--- src/rtl/mips_16_defs.sv ---
// Shared definitions for the mips_16 core: irst command layout, modes, FSM states
// and the power-on scrub command also loaded into register 0 by register_file.
package mips_16_defs;

  localparam int DATA_W   = 16;
  localparam int ADDR_W   = 3;
  localparam int NUM_REGS = 8;

  localparam int IRST_GO_BIT    = 15;
  localparam int IRST_MODE_LSB  = 12;
  localparam int IRST_MODE_W    = 3;
  localparam int IRST_DELAY_LSB = 8;
  localparam int IRST_DELAY_W   = 4;
  localparam int IRST_MASK_LSB  = 0;
  localparam int IRST_MASK_W    = 8;

  localparam logic [IRST_MODE_W-1:0] IRST_MODE_ZERO = 3'b000;
  localparam logic [IRST_MODE_W-1:0] IRST_MODE_ONES = 3'b001;
  localparam logic [IRST_MODE_W-1:0] IRST_MODE_IDX  = 3'b010;

  localparam logic [DATA_W-1:0] IRST_POR_CMD = 16'h8F0F;

  typedef enum logic [2:0] {
    ST_IDLE,
    ST_DECODE,
    ST_DELAY,
    ST_WRITE,
    ST_DONE,
    ST_WAIT_CLR
  } irst_state_t;

  function automatic logic irst_mode_reserved(input logic [IRST_MODE_W-1:0] mode);
    return (mode != IRST_MODE_ZERO) && (mode != IRST_MODE_ONES) && (mode != IRST_MODE_IDX);
  endfunction

endpackage

--- src/rtl/irst_mask_scan.sv ---
// Finds the lowest selected register index strictly above idx; last=1 when none is left.
module irst_mask_scan
  import mips_16_defs::*;
(
  input  logic [NUM_REGS-1:0] mask,
  input  logic [ADDR_W-1:0]   idx,
  output logic [ADDR_W-1:0]   next_idx,
  output logic                last
);

  always_comb begin
    next_idx = '0;
    last     = 1'b1;
    // Descending walk so the lowest qualifying index is the one that sticks.
    for (int i = NUM_REGS - 1; i >= 1; i--) begin
      if (mask[i] && (ADDR_W'(i) > idx)) begin
        next_idx = ADDR_W'(i);
        last     = 1'b0;
      end
    end
  end

endmodule

--- src/rtl/irst_controller.sv ---
// Register-scrub sequencer driven by the irst command word held in register 0.
//
//   state    | meaning
//   IDLE     | waiting for GO
//   DECODE   | latch command fields, flag reserved MODE
//   DELAY    | settle down-count before writing
//   WRITE    | one scrub write per cycle to each selected register
//   DONE     | one-cycle irst_done pulse, register 0 gets cleared
//   WAIT_CLR | hold until GO reads back 0
module irst_controller
  import mips_16_defs::*;
(
  input  logic              clk,
  input  logic              rst,
  input  logic [DATA_W-1:0] irst_reg_data,
  output logic              irst_done,
  output logic              irst_stall,
  output logic              irst_wr_en,
  output logic [ADDR_W-1:0] irst_wr_dest,
  output logic [DATA_W-1:0] irst_wr_data,
  output logic              irst_err
);

  irst_state_t             state_q, state_d;
  logic [IRST_MODE_W-1:0]  mode_q;
  logic [NUM_REGS-1:0]     mask_q;
  logic [IRST_DELAY_W-1:0] cnt_q;
  logic [ADDR_W-1:0]       idx_q;
  logic                    err_q;
  logic                    stall_q;

  logic                    cmd_go;
  logic [IRST_MODE_W-1:0]  cmd_mode;
  logic [IRST_DELAY_W-1:0] cmd_delay;
  logic [NUM_REGS-1:0]     cmd_mask;
  logic [NUM_REGS-1:0]     scan_mask;
  logic [ADDR_W-1:0]       scan_next;
  logic                    scan_last;

  assign cmd_go    = irst_reg_data[IRST_GO_BIT];
  assign cmd_mode  = irst_reg_data[IRST_MODE_LSB +: IRST_MODE_W];
  assign cmd_delay = irst_reg_data[IRST_DELAY_LSB +: IRST_DELAY_W];
  assign cmd_mask  = {irst_reg_data[IRST_MASK_LSB+1 +: NUM_REGS-1], 1'b0};

  // DECODE scans the live word so a zero-delay command can enter WRITE at once.
  assign scan_mask = (state_q == ST_DECODE) ? cmd_mask : mask_q;

  irst_mask_scan u_scan (
    .mask     (scan_mask),
    .idx      (idx_q),
    .next_idx (scan_next),
    .last     (scan_last)
  );

  always_comb begin
    state_d = state_q;
    case (state_q)
      ST_IDLE:     if (cmd_go) state_d = ST_DECODE;
      ST_DECODE: begin
        if (irst_mode_reserved(cmd_mode))  state_d = ST_DONE;
        else if (cmd_delay != '0)          state_d = ST_DELAY;
        else                               state_d = scan_last ? ST_DONE : ST_WRITE;
      end
      ST_DELAY:    if (cnt_q == '0) state_d = scan_last ? ST_DONE : ST_WRITE;
      ST_WRITE:    if (scan_last) state_d = ST_DONE;
      ST_DONE:     state_d = ST_WAIT_CLR;
      ST_WAIT_CLR: if (!cmd_go) state_d = ST_IDLE;
      default:     state_d = ST_IDLE;
    endcase
  end

  always_ff @(posedge clk or posedge rst) begin
    if (rst) begin
      state_q <= ST_IDLE;
      mode_q  <= '0;
      mask_q  <= '0;
      cnt_q   <= '0;
      idx_q   <= '0;
      err_q   <= 1'b0;
      stall_q <= 1'b0;
    end else begin
      state_q <= state_d;
      // Registered copy of (state != IDLE) so the stall line cannot glitch.
      stall_q <= (state_d != ST_IDLE);
      case (state_q)
        ST_IDLE:   idx_q <= '0;
        ST_DECODE: begin
          mode_q <= cmd_mode;
          mask_q <= cmd_mask;
          cnt_q  <= cmd_delay - 1'b1;
          if (irst_mode_reserved(cmd_mode)) err_q <= 1'b1;
        end
        ST_DELAY:  if (cnt_q != '0) cnt_q <= cnt_q - 1'b1;
        default:   ;
      endcase
      if (state_d == ST_WRITE) idx_q <= scan_next;
    end
  end

  always_comb begin
    irst_wr_en   = (state_q == ST_WRITE);
    irst_wr_dest = '0;
    irst_wr_data = '0;
    if (irst_wr_en) begin
      irst_wr_dest = idx_q;
      case (mode_q)
        IRST_MODE_ONES: irst_wr_data = '1;
        IRST_MODE_IDX:  irst_wr_data = DATA_W'(idx_q);
        default:        irst_wr_data = '0;
      endcase
    end
  end

  assign irst_done  = (state_q == ST_DONE);
  assign irst_stall = stall_q;
  assign irst_err   = err_q;

endmodule

--- config.mk ---
export PLATFORM = sky130hd
export DESIGN_NAME = irst_controller
export DESIGN_NICKNAME = d
export VERILOG_FILES = /design/src/rtl/mips_16_defs.sv /design/src/rtl/irst_mask_scan.sv /design/src/rtl/irst_controller.sv
export SDC_FILE = /design/constraint.sdc
export NUM_CORES = 1
export LEC_CHECK = 0
export CAP_MARGIN = 15
export CORE_MARGIN = 2
export CORE_UTILIZATION = 52
export DETAILED_ROUTE_END_ITERATION = 7
export PLACE_DENSITY = 0.9
export SETUP_SLACK_MARGIN = 0.4
export SYNTH_ARGS = -nofsm -noshare
export SYNTH_HDL_FRONTEND = slang
export SYNTH_HIERARCHICAL = 1
export SYNTH_SLANG_ARGS = --single-unit
--- constraint.sdc ---
create_clock -name clk -period 6.99 [get_ports clk]
set_input_delay 0.699 -clock clk [delete_from_list [all_inputs] [get_ports clk]]
set_output_delay 0.699 -clock clk [all_outputs]
set_load 0.05 [all_outputs]
==> results_dict.tcl, run 1 <==
set metrics [dict create \
    drive_gt1_share_pct 9.091 \
    overflow 0 \
    portBuffers 39 \
    final_common_cell "clkdlybuf4s50_1" \
    r2r_start "state_q[0]$_DFF_PP0_" \
    clkLatencyLatePin_ns 0.30 \
    post_cts_buffers 0 \
    antenna_found_initial 0 \
    cts_tree "yes" \
    clockRootBuffer "clkbuf_4" \
    grt_usage_pct 21.33 \
    drc 0 \
    grt_pass1_wl_mm 5.616 \
    gp_congestion 0.9036 \
    rows 19 \
    netlist_area_sq_mm 0.001499 \
    cts_buffers 3 \
    finalPower_mw 0.9101 \
    coreArea_sq_mm 0.002758 \
    reg2regPathDepth 10 \
    ff_latch_area_sq_um 550.5 \
    antennaDiodeCount 0 \
    drv_cap 0 \
    worst_setup_path_end_kind "primary output" \
    cts_resized 0 \
    slew_violations 0 \
    first_pass_iters 4 \
    r2r_end "state_q[2]$_DFF_PP0_" \
    clockBufferDepth 2 \
    p_leak_nw 0.7626 \
    cts.sinks 22 \
    min_delay_path_depth 2 \
    outcome "complete, no violations" \
    die_area_sq_mm 0.003328 \
    chipWidth_um 57.69 \
    setup_tns_ns 0 \
    fmax_ghz 0.2719 \
    period_share_pct 52.62 \
    rsz0062_at_grt "no" \
    hold_viol_final 0 \
    syn-num-nets 192 \
    worst_clock_skew_ns 0.004968 \
    rrSetupSlack_ns 3.98 \
    num_vias 1357 \
    crit_fanout 13 \
    worstPathRequired_ns 6.29 \
    startpoint_type "register" \
    path_clk_slew_ns 0.13 \
    hp-start "mode_q[2]$_DFFE_PP0P_" \
    avgSynthCellArea_sq_um 8.664 \
    criticalPathCategory "reg -> out" \
    synthCells 173 \
    start_util_pct 54.36 \
    io_pins 41 \
    cts_hold_buffers 0 \
    vias_per_cell 5.926 \
    fp.dieH_um 57.69 \
    wirelength_mm 3.326 \
    layout_common_cells "39 x clkdlybuf4s50_1, 36 x nand2_1, 22 x dfrtp_1" \
    fin_nets 218 \
    detail-route-antenna-nets 0 \
    hpwlAfterDp_mm 2.433 \
    multiInputGateArea_sq_um 803.3 \
    ir_drop_uv 344.6 \
    wl_per_cell_um 14.52 \
    drt_iter0_drc 67 \
    arrival_ns 2.98 \
    slew_headroom_pct 45.85 \
    h-tree-depth 1 \
    fin_crit_ns 3.678 \
    hp-class "reg -> reg" \
    grt_max_degree 23 \
    yosys_warnings 6 \
    tightest_slew_ns 0.8113 \
    power.density_mw_per_mm2 496.2 \
    area_growth_syn_to_layout_pct 22.37 \
    grt_pass1_vias 1305 \
    setup_viol 0 \
    fill_cells 213 \
    whs_endpoint "mode_q[2]$_DFFE_PP0P_" \
]
==> worst max-delay path: stages, from the launching register on <==
cell and delay [ns]:
dfrtp_1 0.55, nor2b_2 0.34, and2_1 0.22, nand2b_1 0.11, nor2_1 0.52, clkdlybuf4s50_1 0.93
==> state kept, by name, indices dropped and copies added (netlist names) <==
signal / count
state_q: 3
irst_stall: 1
mode_q: 3
mask_q: 7
cnt_q: 4
idx_q: 3
irst_err: 1
==> report_power, final <==
| group | leakage [nW] | internal [mW] | switching [mW] |
|---|---|---|---|
| Sequential | 0.262 | 0.187 | 0.0750 |
| Clock | 0.0210 | 0.0318 | 0.0390 |
| Combinational | 0.479 | 0.240 | 0.338 |
==> area by class of cell <==
| class | count | share of cell area (%) |
|---|---|---|
| Multi-Input combinational cell | 129 | 43.79 |
| Timing Repair Buffer | 39 | 21.28 |
| Clock buffer | 4 | 1.978 |
| Inverter | 4 | 0.8186 |
| Tap cell | 31 | 2.115 |
| Sequential cell | 22 | 30.01 |
==> metrics by stage <==
stage          util, %  instance area, sq um  hold WS (ns)  setup WS, ns  std cells
6_report         66.52                  1834        0.4887         3.312        229
5_1_grt          66.52                  1834        0.5151         3.136        229
4_1_cts          66.52                  1834        0.4920         3.301        229
3_5_place_dp     65.20                  1798        0.4620         3.659        225
3_3_place_gp     65.20                  1798        0.4585         3.797        225
2_1_floorplan        -                  1499        0.4369         3.543        173
==> layer usage <==
layer / wire length, um / GRT usage, % / vias up
met5: 0 / 0 / -
met3: 251 / 2.902 / 4
met1: 1469 / 29.30 / 635
li1: - / - / 651
met4: 26 / 8.306 / 0
met2: 1579 / 34.42 / 67
==> worst max-delay path by stage <==
stage / from / endpoint / slack, ns / depth (start not counted)
floorplan: state_q[1]$_DFF_PP0_ / irst_wr_data[10] / 3.54 / 6
global placement: state_q[1]$_DFF_PP0_ / irst_wr_data[10] / 3.80 / 5
detailed placement: state_q[1]$_DFF_PP0_ / irst_wr_data[13] / 3.66 / 5
CTS: state_q[1]$_DFF_PP0_ / irst_wr_data[13] / 3.30 / 5
global route: state_q[1]$_DFF_PP0_ / irst_wr_data[6] / 3.14 / 5
finish: state_q[1]$_DFF_PP0_ / irst_wr_data[6] / 3.31 / 5
Note: power is estimated with default switching activity, not from simulation.
==> inputs of run 2 (changes only) <==
Settings changed: CORE_UTILIZATION 52 to 48, PLACE_DENSITY 0.9 to 0.84.
Clock period 6.99 ns to 3.4 ns, I/O delays scaled along.
==> run 2 against run 1 <==
Worst hold slack worse by 0.0035 ns. Clock power up 110%. Cell count is 1.7% higher. Final area grew 0.20%. Clock skew decreased by 0.0015 ns. Via count increased by 0.66%. Routed wire length is 4.2% higher. Non-clock buffer count increased by 2. Critical endpoint is now irst_wr_data[1].
==> results_dict.tcl, run 2 (synthesized netlist as in run 1, its figures left out) <==
set metrics [dict create \
    outcome "complete, no violations" \
    grt_max_degree 23 \
    path_clk_slew_ns 0.13 \
    dpl.cell_count 229 \
    wl_met2_mm 1.693 \
    power.density_mw_per_mm2 1012 \
    die_area_sq_mm 0.003586 \
    clkLatencyLatePin_ns 0.31 \
    arrival_ns 2.51 \
    drc 0 \
    hold_viol_final 0 \
    wl_per_cell_um 14.88 \
    gp_congestion 0.8463 \
    wirelength_mm 3.466 \
    hpwlAfterDp_mm 2.558 \
    r2r_end "irst_stall$_DFF_PP0_" \
    worst_clock_skew_ns 0.003423 \
    drt_iter0_drc 56 \
    largest_reg_flops 7 \
    regMostFlops "mask_q" \
    multiInputGateArea_sq_um 805.8 \
    rows 20 \
    antennaDiodeCount 0 \
    grt_usage_pct 22.61 \
    wl_met3_um 236 \
    tightest_slew_ns 0.8464 \
    area_growth_syn_to_layout_pct 22.62 \
    wl_met1_mm 1.487 \
    grt_pass1_vias 1402 \
    crit_fanout 9 \
    cts_buffers 3 \
    startpoint_type "register" \
    top_layer "met4" \
    num_vias 1366 \
    reg2regPathDepth 11 \
    chipWidth_um 59.88 \
    final_common_cell "nand2_1" \
    clockRootBuffer "clkbuf_4" \
    rsz0062_at_grt "no" \
    fill_cells 270 \
    drv_cap 0 \
    first_pass_iters 4 \
    h-tree-depth 1 \
    portBuffers 39 \
    fp.dieH_um 59.88 \
    drive_gt1_share_pct 10.50 \
    cts_hold_buffers 0 \
    setup_viol 0 \
    layout_common_cells "36 x nand2_1, 26 x clkdlybuf4s50_1, 22 x dfrtp_1" \
    fin_crit_ns 2.852 \
    io_pins 41 \
    coreArea_sq_mm 0.003003 \
    reg_top3 "mask_q: 7 flops, cnt_q: 4 flops" \
    overflow 0 \
    hp-class "in -> async" \
    fin_nets 220 \
    p_leak_nw 0.8322 \
    ff_latch_area_sq_um 550.5 \
    r2r_start "state_q[0]$_DFF_PP0_" \
    cts.sinks 22 \
    cts_tree "yes" \
    rrSetupSlack_ns 0.64 \
    cts_resized 13 \
    criticalPathCategory "reg -> out" \
    detail-route-antenna-nets 0 \
    slew_headroom_pct 43.51 \
    fmax_ghz 0.3506 \
    setup_tns_ns 0 \
    vias_per_cell 5.863 \
    worst_setup_path_end_kind "primary output" \
    post_cts_buffers 0 \
    ir_drop_uv 521.6 \
    start_util_pct 49.92 \
    grt_pass1_wl_mm 6.168 \
    finalNonFillerCells 233 \
    slew_violations 0 \
    antenna_found_initial 0 \
    worstPathRequired_ns 3.06 \
    period_share_pct 83.89 \
    clockBufferDepth 2 \
]
==> run 2: cell types whose count changed in the layout (fill, tap and decap cells not counted) <==
| cell | before | now |
|---|---|---|
| nor2_2 | 0 | 1 |
| buf_4 | 0 | 2 |
| clkdlybuf4s50_1 | 39 | 26 |
| dlygate4sd2_1 | 0 | 13 |
| nor2_1 | 6 | 5 |
==> run 2: critical path, cell delays in order (launching register included) <==
cell             delay, ns
dfrtp_1               0.54
nor2b_2               0.36
and2_1                0.20
nand2b_1              0.12
a21oi_1               0.15
clkdlybuf4s50_1       0.83
==> run 2: worst max path at each step <==
stage,startpoint,slack [ns],cells past startpoint,endpoint
floorplan,state_q[1]$_DFF_PP0_,0.70,6,irst_wr_data[10]
global placement,state_q[1]$_DFF_PP0_,0.75,5,irst_wr_data[5]
detailed placement,state_q[1]$_DFF_PP0_,0.64,5,irst_wr_data[15]
CTS,state_q[1]$_DFF_PP0_,0.54,5,irst_wr_data[1]
global route,state_q[0]$_DFF_PP0_,0.40,11,irst_stall$_DFF_PP0_
finish,state_q[1]$_DFF_PP0_,0.55,5,irst_wr_data[1]
==> run 2: area by class of cell <==
cell class	instances	share of cell area (%)
clock buffers	4	1.974
inverters	4	0.8169
multi-input cells	129	43.84
flip-flops and latches	22	29.95
well taps	33	2.246
repair buffers	41	21.17
==> run 2: power by group <==
group / leakage (nW) / switching, mW / internal (mW) / total, mW
Clock: 0.0210 / 0.0822 / 0.0655 / 0.148
Sequential: 0.262 / 0.150 / 0.385 / 0.535
Combinational: 0.549 / 0.698 / 0.480 / 1.18
Total: 0.832 / 0.930 / 0.930 / 1.86
==> run 2: metrics by stage <==
stage	instance area, sq um	hold WS, ns	power [mW]	util (%)	setup slack (ns)
6_report	1838	0.4852	1.861	61.21	0.5479
5_1_grt	1838	0.5185	2.018	61.21	0.4036
4_1_cts	1838	0.4931	1.861	61.21	0.5448
3_5_place_dp	1818	0.4613	1.725	60.54	0.6403
3_3_place_gp	1818	0.4567	1.671	60.54	0.7498
2_1_floorplan	1501	0.3292	1.482	-	0.7029
==> run 2: per-layer routing <==
metal  GRT usage (%)  up-vias
li1                -      654
met1           28.83      648
met2           38.35       57
met3           3.896        7
met4           7.937        0
met5               0        -
==> inputs of run 3 (changes only) <==
Clock period 3.4 ns to 2.8 ns, I/O delays scaled along.
==> run 3 against run 2 <==
Clock skew rose by 0.0026 ns. Global-route usage down 0.27 points. Register-to-register slack lost 0.29 ns. Critical path depth rose by 4. Largest cell class unchanged. Worst setup slack lost 0.20 ns. Worst hold slack lost 0.054 ns. Via count increased by 5.5%.
==> results_dict.tcl, run 3 (synthesized netlist as in run 1, its figures left out) <==
set metrics [dict create \
    fin_nets 236 \
    clkLatencyLatePin_ns 0.31 \
    drv_cap 0 \
    hold_viol_final 0 \
    arrival_ns 2.65 \
    path_clk_slew_ns 0.12 \
    die_area_sq_mm 0.003586 \
    detail-route-antenna-nets 0 \
    worstPathRequired_ns 3.00 \
    drive_gt1_share_pct 31.94 \
    wirelength_mm 3.848 \
    critPathTopFamily "simple AND/OR/NAND/NOR gates" \
    grt_pass1_wl_mm 5.996 \
    vias_per_cell 5.787 \
    worst_setup_path_end_kind "register" \
    crit_fanout 5 \
    cts_hold_buffers 0 \
    rsz0062_at_grt "yes" \
    portBuffers 39 \
    num_vias 1441 \
    rrSetupSlack_ns 0.35 \
    io_pins 41 \
    gp_congestion 0.7994 \
    period_share_pct 87.48 \
    first_pass_iters 4 \
    fmax_ghz 0.4083 \
    ir_drop_uv 516.5 \
    setup_tns_ns 0 \
    chipWidth_um 59.88 \
    cp_num_buf_inv 0 \
    antenna_found_initial 0 \
    final_util_pct 67.58 \
    wl_per_cell_um 15.45 \
    clockBufferDepth 2 \
    start_util_pct 49.92 \
    crit_start "state_q[1]$_DFF_PP0_" \
    hp-class "in -> async" \
    worst_clock_skew_ns 0.005994 \
    slew_violations 0 \
    outcome "complete, no violations" \
    coreArea_sq_mm 0.003003 \
    power.density_mw_per_mm2 1265 \
    grt_usage_pct 22.34 \
    antennaDiodeCount 0 \
    largest_reg_flops 7 \
    layout_common_cells "29 x buf_4, 27 x nand2_1, 21 x dfrtp_1" \
    cts_buffers 3 \
    critPathSlowestCell "or3b_4" \
    cp.depth 9 \
    critPathMostFrequentCell "nand2_2" \
    cpPeakStageDelay_ns 0.46 \
    r2r_start "state_q[1]$_DFF_PP0_" \
    grt_max_degree 23 \
    worstPathCellList "or3b_4 > nand2_2 > nand2_2 > nor2b_4 > o32a_1 > nor2b_2 > and2b_2 > a21oi_4 > or3_1" \
    hpwlAfterDp_mm 2.609 \
    cts.sinks 22 \
    r2r_end "state_q[0]$_DFF_PP0_" \
    h-tree-depth 1 \
    grt_pass1_vias 1320 \
    clockRootBuffer "clkbuf_4" \
    drt_iter0_drc 88 \
    reg_top3 "mask_q: 7 flops, cnt_q: 4 flops" \
    rows 20 \
    overflow 0 \
    setup_viol 0 \
    fp.dieH_um 59.88 \
    final_common_cell "buf_4" \
    tightest_slew_ns 0.8487 \
    cts_tree "yes" \
    drc 0 \
    area_growth_syn_to_layout_pct 35.39 \
    reg2regPathDepth 9 \
    startpoint_type "register" \
    timing.critical_path.to "state_q[0]$_DFF_PP0_" \
    slew_headroom_pct 43.36 \
    regMostFlops "mask_q" \
    criticalPathCategory "reg -> reg" \
    fin_crit_ns 2.449 \
    p_leak_nw 0.9773 \
]
-- run 3: how the worst min path moves through the flow --
stage                                        to                   from  cells past startpoint
after floorplan            cnt_q[0]$_DFFE_PP0P_                    rst                      1
after global placement    mode_q[2]$_DFFE_PP0P_  mode_q[2]$_DFFE_PP0P_                      2
after detailed placement  mode_q[2]$_DFFE_PP0P_  mode_q[2]$_DFFE_PP0P_                      2
after CTS                  state_q[0]$_DFF_PP0_                    rst                      2
after global routing      mode_q[0]$_DFFE_PP0P_                    rst                      2
final                       mask_q[3]$_DFF_PP0_                    rst                      2
-- run 3: metrics by stage --
step	power [mW]	instances	instance area [sq um]	hold WS (ns)	setup slack, ns
2_1_floorplan	1.838	173	1544	0.2692	0.3075
3_3_place_gp	2.055	231	1821	0.4592	0.3062
3_5_place_dp	2.125	231	1821	0.4790	0.2175
4_1_cts	2.413	245	1957	0.4680	0.4064
5_1_grt	2.741	249	2029	0.5171	0.2184
6_report	2.567	249	2029	0.4316	0.3505
-- run 3: timing repair --
| action | in CTS | in global routing |
|---|---|---|
| buffers inserted | 10 | 4 |
| gates resized for setup | 15 | 18 |
| pin swaps | 9 | 2 |
| endpoints found under the setup margin | 11 | 27 |
-- run 3: final cells by class --
| cell class | count | area, sq um |
|---|---|---|
| Clock buffer | 4 | 26.28 |
| Timing Repair Buffer | 57 | 509.2 |
| Fill cell | 229 | 973.4 |
| Multi-Input combinational cell | 129 | 885.9 |
| Sequential cell | 22 | 551.8 |
| Inverter | 4 | 15.01 |
| Tap cell | 33 | 41.29 |
-- run 3: power breakdown --
group          switching, mW  internal (mW)
logic                  0.971          0.793
registers              0.182          0.470
clock network         0.0960         0.0557
-- run 3: layer usage --
metal | GRT usage [%] | vias to the layer above | wire length, um
li1 | - | 686 | -
met1 | 28.75 | 682 | 1705
met2 | 36.96 | 63 | 1873
met3 | 4.762 | 10 | 213
met4 | 7.937 | 0 | 55
met5 | 0 | - | 0
-- run 3: worst reg2reg max path: stages, from the launching register on --
cell and delay, ns:
dfrtp_1 0.45, or3b_4 0.46, nand2_2 0.10, nand2_2 0.06, nor2b_4 0.13, o32a_1 0.36
nor2b_2 0.14, and2b_2 0.21, a21oi_4 0.06, or3_1 0.36
